--- config.mk ---
export PLATFORM = sky130hd
export DESIGN_NAME = mp_responder
export DESIGN_NICKNAME = d
export VERILOG_FILES = /design/src/rtl/mp_responder.sv
export SDC_FILE = /design/constraint.sdc
export NUM_CORES = 2
export LEC_CHECK = 0
export CAP_MARGIN = 20
export CORE_MARGIN = 3
export CORE_UTILIZATION = 60
export DETAILED_ROUTE_END_ITERATION = 8
export GPL_TIMING_DRIVEN = 0
export PLACE_DENSITY = 0.77
export SKIP_CTS_REPAIR_TIMING = 1
export SLEW_MARGIN = 20
export SYNTH_ARGS = -nofsm -noshare
export SYNTH_HDL_FRONTEND = slang
export SYNTH_SLANG_ARGS = --single-unit
--- constraint.sdc ---
create_clock -name clock -period 10.5 [get_ports clock]
set_input_delay 2.1 -clock clock [delete_from_list [all_inputs] [get_ports clock]]
set_output_delay 2.1 -clock clock [all_outputs]
set_load 0.1 [all_outputs]
--- src/rtl/mp_responder.sv ---
// Main-memory responder: one fill read or write-back at a time against a 256x8 array.
// Latency: LAT cycles from request acceptance to resp_valid; one request outstanding.
// Backpressure: req_ready is low from acceptance until the response is taken; the response holds until resp_ready.
module mp_responder #(
    parameter int LAT   = 2,
    parameter int CNT_W = 16
) (
    input  logic             clock,
    input  logic             resetn,
    input  logic             req_valid,
    output logic             req_ready,
    input  logic             req_wren,
    input  logic [7:0]       req_addr,
    input  logic [7:0]       req_data,
    output logic             resp_valid,
    input  logic             resp_ready,
    output logic             resp_wren,
    output logic [7:0]       resp_data,
    output logic [CNT_W-1:0] read_count,
    output logic [CNT_W-1:0] write_count
);

    typedef enum logic [1:0] {
        IDLE = 2'd0,
        WAIT = 2'd1,
        RESP = 2'd2
    } state_t;

    typedef struct packed {
        logic       wren;
        logic [7:0] addr;
        logic [7:0] dat;
    } req_t;

    state_t     state, state_nxt;
    req_t       req_q;
    logic [3:0] lat_cnt;
    logic       done;

    // Contents are stored as data^addr, so zeroed power-up storage reads back as mem[a] = a.
    logic [7:0] mem_q [256];

    assign done = (state == WAIT) && (lat_cnt == 4'd1);

    always_ff @(posedge clock or negedge resetn) begin
        if (!resetn) begin
            state <= IDLE;
        end else begin
            state <= state_nxt;
        end
    end

    always_comb begin
        state_nxt = state;
        req_ready = 1'b0;
        case (state)
            IDLE: begin
                req_ready = 1'b1;
                if (req_valid) state_nxt = WAIT;
            end
            WAIT: begin
                if (lat_cnt == 4'd1) state_nxt = RESP;
            end
            RESP: begin
                if (resp_ready) state_nxt = IDLE;
            end
            default: state_nxt = IDLE;
        endcase
    end

    always_ff @(posedge clock or negedge resetn) begin
        if (!resetn) begin
            req_q       <= '0;
            lat_cnt     <= 4'd0;
            resp_valid  <= 1'b0;
            resp_wren   <= 1'b0;
            resp_data   <= 8'd0;
            read_count  <= '0;
            write_count <= '0;
        end else begin
            if (state == IDLE && req_valid) begin
                req_q   <= '{wren: req_wren, addr: req_addr, dat: req_data};
                lat_cnt <= 4'(LAT);
            end else if (state == WAIT) begin
                lat_cnt <= lat_cnt - 4'd1;
            end

            if (done) begin
                resp_valid <= 1'b1;
                resp_wren  <= req_q.wren;
                if (req_q.wren) begin
                    resp_data <= req_q.dat;
                    if (write_count != '1) write_count <= write_count + CNT_W'(1);
                end else begin
                    resp_data <= mem_q[req_q.addr] ^ req_q.addr;
                    if (read_count != '1) read_count <= read_count + CNT_W'(1);
                end
            end else if (state == RESP && resp_ready) begin
                resp_valid <= 1'b0;
            end
        end
    end

    // No reset on the array: an async reset forces IDLE, so an interrupted write never lands.
    always_ff @(posedge clock) begin
        if (done && req_q.wren) begin
            mem_q[req_q.addr] <= req_q.dat ^ req_q.addr;
        end
    end

endmodule

== Yosys cells after proc, flatten, opt, wreduce, memory -nomap -nowiden ==
Memory sizes are Yosys's and may differ from the RTL's.
Index checks and enable logic that the tools add are counted.
Operators by class
  reductions and logical operators: 10
  bitwise logic cells: 3
  mux-type cells: 12
  equal/unequal tests: 8
  add/sub/neg operators: 3
Operators with widths (count)
  $add A16 B1 Y16 const B: 2
  $ne A16 B16 Y1 const B: 2
  $xor A8 B8 Y8: 2
  $reduce_and A3 Y1: 3
  $mux W4: 2
  $mux W8: 1
  $mux W2: 3
  $pmux W2 S3: 1
  $mux W1: 5
  $eq A4 B1 Y1 const B: 1
  $logic_and A1 B1 Y1: 4
  $ne A2 B2 Y1 const B: 2
  $reduce_bool A2 Y1: 2
  $sub A4 B1 Y4 const B: 1
  $eq A2 B1 Y1 const B: 1
  $eq A2 B2 Y1 const B: 1
  $logic_not A2 Y1: 1
  $ne A2 B1 Y1 const B: 1
  $not A1 Y1: 1
Word-level totals
  memory bits (writable): 2048
  output and inout bits: 43
  input bits: 21
  memories kept: 1
  register bits: 65
Memory list
  mem_q: words 256, bits a word 8, read ports 1, clocked after Yosys merged registers in 0, wr ports 1, RTL line 41  | logic [7:0] mem_q [256];

== Longest topological paths before layout ==
  word-level depth: 5
  mapped depth: 12
  depth with buffers taken out: 9

== Least setup slack after synthesis ==
OpenSTA, ideal clock, no wires.
  path type: reg-to-reg
  from: register req_q[10] in the netlist's numbering
  to: memory mem_q[0][2], data pin
  arrival: 8.040 ns
  clock period less this slack: 9.566 ns
  cell stages (with the launch flop): 5
  setup time: 1.526 ns
  required time: 8.974 ns
  slack: 0.934 ns
  cell sequence: dfrtp_1 > buf_2 > buf_2 > buf_1 > xor2_1
On the way
  longest elaborated chain between the ends: 1
RTL lines
  from (decl): RTL line 36  | req_t req_q;
  from (signal assigned): RTL line 82  | req_q <= '{wren: req_wren, addr: req_addr, dat: req_data};
  $xor A8 B8 Y8: RTL line 107  | mem_q[req_q.addr] <= req_q.dat ^ req_q.addr;
  to (decl): RTL line 41
Every way passes these cells.

== Final worst setup path ==
  from: register req_q[9] in the netlist's numbering
  to: memory mem_q[106][6], enable pin
No word-level cell before the write port.

==> metrics.md <==
| Metric | Value |
|---|---|
| Reg-to-Reg End | mem_q[106][6] |
| CTS max path bufs | 3 |
| Peak Freq | around 160 MHz |
| Clk_lat worst skew | ~900 ps |
| Worst hold-check path type | flop to flop |
| Flop pwr share | 38.7% |
| Synth unique cells | 47 |
| TritonCTS clock tree | yes |
| Switching share of power | between 30% and 40% |
| Hpwl dp | 152,000 um |
| Clock Skews | 54.6 ps |
| Setup crit end kind | flop |
| CTS root buf | clkbuf_16 |
| DR WL/cell | around 40 um |
| Comb power frac | about two fifths |
| Synth area leader | edfxtp_1 |
| CP arrival | 6770 ps |
| Maximum number of pins on one net before global-route repair | between 40 and 50 |
| Lkg Pwr | 0.0288 uW |
| Primary FF master, synth | edfxtp_1 |
| Final hold slack | 491 ps |
| P&R area growth vs syn | 14.0% |
| Status | finished clean |
| Post-Syn Nets | around 3,800 |
| Internal power | 19,800 uW |
| Setup TNS Final | 0 ps |
| Synthesized flop and latch total | 2,113 |
| Fin util | 69.1% |
| Vias per inst | between 7 and 8 |
| Detailed-route via count | 44,800 |
| CTS sink cnt | ~2,100 |
| Die X | 374 um |
| Register area share after synthesis | 77.6% |
| Clock power frac | 22.8% |
| Tmin final | approximately 6300 ps |
| Drt pass-1 iters | 8 |
| Ys Warns | 0 |
| Setup CP Type | flop to flop |
| Most frequent cell after synthesis | edfxtp_1 |
| Core Rows | 134 |
| First-pass GRT wire length | 337,000 um |
| Antenna Nets Post-Route | 0 |
| Worst-path clk slew | 70 ps |
| Remaining global-route overflow | 0 |
| Synthesized area | 81,400 sq um |
| Die Footprint | 140,000 sq um |
| Syn Area/Cell | approximately 22 sq um |
| Capture point of the worst path | mem_q[106][6] |
| Synth async-reset ratio | 3.08% |
| Share of cells above drive strength 1 | between 20 and 25% |
| GPL Wtd Cong | 0.970 |
| Final slew viol count | 0 |
| Worst R2R Start | req_q[9] |
| NumNets Final | 4,107 |
| Remaining DRCs | 0 |
| Tot GR Track Use | a little over a third |
| 1st-iter DRT viols | 8,237 |
| P_sw | 11,000 uW |
| Max_cap viols | 0 |
| Hold Path Origin | read_count[8] |
| Core area | roughly 130,000 sq um |
| Fill count | 7,634 |
| Most area-consuming cells after synthesis | edfxtp_1, mux4_2, dfrtp_1 |
| Fin. Hold Viols | 0 |
| Max VDD drop | 0.000204 V |
| CP Launch Type | flop |
| Initial antenna violation count | 34 |
| IO Port Bufs | 63 |
| Crit path launch | req_q[9] |
| Setup-failing EPs final | 0 |
| R2R Setup Slk | 4210 ps |
| Period utilization | approximately three fifths |
| R2R depth | 9 |
| WL final | 242,000 um |
| Area share of the largest cell type after synthesis | 75.6% |
| Power per cell area | 332 nW/um^2 |
| Num CTS Buffers | between 150 and 200 |
| EDFF count, synth | 2,048 |
| Synth cell count leaders | edfxtp_1, mux4_2, nor2_1 |
| Pwr Total | ~31,000 uW |
| Die Height | 374 um |
| Initial Utilization | 60.7% |
| RSZ-0062 raised after global routing | false |
| H-tree levels | 4 |
| Worst Tran Pin Value | approximately 1300 ps |
| Boundary Pins | 64 |
| Post-synthesis instance total | about 3,700 |
| Worst endpoint required time | between 10,000 and 15,000 ps |
| Worst slew margin | between 10% and 20% |
| Via count of the first global-routing pass | 43,900 |
| Worst-path fanout max | 10 |
==> power by group through the flow <==
stage | Combinational (uW) | Clock, uW | Sequential, uW
floorplan | 5270 | 0 | 13300
CTS | 11400 | 6980 | 11900
global route | 12000 | 7290 | 11900
detailed placement | 11200 | 0 | 12100
finish | 11900 | 7010 | 11900
global placement | 7990 | 0 | 12000
==> worst max-delay path, cell delays in order, from the launching register on <==
cell      delay, ps
dfrtp_1         380
buf_2           190
buf_2           410
buf_1           610
buf_2           480
buf_2           660
nor3b_1         500
nand2_1         820
clkbuf_2        800
nor2_1         1010
==> through the flow <==
step / instances / cell area, sq um / setup WS [ps]
finish: 6033 / 92700 / 4210
global route: 6014 / 92700 / 4340
CTS: 6013 / 92700 / 4560
detailed placement: 5649 / 86400 / 4650
global placement: 5573 / 84200 / -8910
floorplan: 3742 / 81400 / 934
==> area by class of cell <==
cell class              instances  area (sq um)  share of cell area [%]
flip-flops and latches       2113         63100                    68.1
multi-input cells            1391         17300                    18.7
clock buffers                 245          5190                    5.60
repair buffers                139          2640                    2.84
well taps                    1768          2210                    2.39
plain buffers                 230          1110                    1.20
clock inverters               119          1060                    1.14
diodes                         20          50.0                  0.0540
inverters                       8          30.0                  0.0324
==> layer usage <==
layer | routed length, um | track usage (%)
met1 | 75000 | 44.2
met2 | 108000 | 50.5
met3 | 38500 | 13.6
met4 | 19700 | 23.6
met5 | 441 | 0.549
==> sequential cells by signal, summed over array words and instances (netlist names) <==
signal / count
lat_cnt: 4
mem_q: 2048
read_count: 16
req_q: 17
resp_data: 8
resp_valid: 1
resp_wren: 1
state: 2
write_count: 16
==> logic make-up after synthesis <==
logic type,Yosys count,share of synthesized area (%)
muxes,573,15.5
xor gates and xnor gates,38,0.409
buffers and inverters,238,1.35
and+or+nand+nor,434,2.24
AOI/OAI and AO/OA,342,2.88
adders and majority gates,4,0.0615
DFF,2113,77.6
==> worst min-delay path by stage <==
stage | slack [ps] | to | cells after the start
6_report | 490 | read_count[8] | 1
5_1_grt | 510 | resp_wren | 2
4_1_cts | 490 | resp_wren | 2
3_5_place_dp | 480 | resp_wren | 2
3_3_place_gp | 470 | read_count[10] | 1
2_1_floorplan | 510 | lat_cnt[3] | 1
==> cell usage in the layout, fill, tap and decap left out, types with 20 or more instances in the layout <==
cell type        Yosys  routed
a21oi_1            100     100
a22oi_1            196     196
buf_16               0      68
buf_2               40      44
clkbuf_1           145     156
clkbuf_16            0     199
clkbuf_2             0      31
clkdlybuf4s50_1      0      62
clkinv_1             0      43
clkinv_2             0      41
dfrtp_1             65      65
diode_2              0      20
edfxtp_1          2048    2048
mux2_2              20      20
mux4_2             546     546
nand2_1             67      67
nand3_1             25      25
nor2_1             283     279
o41ai_1             24      24
Power figures use the tool's default switching activity.
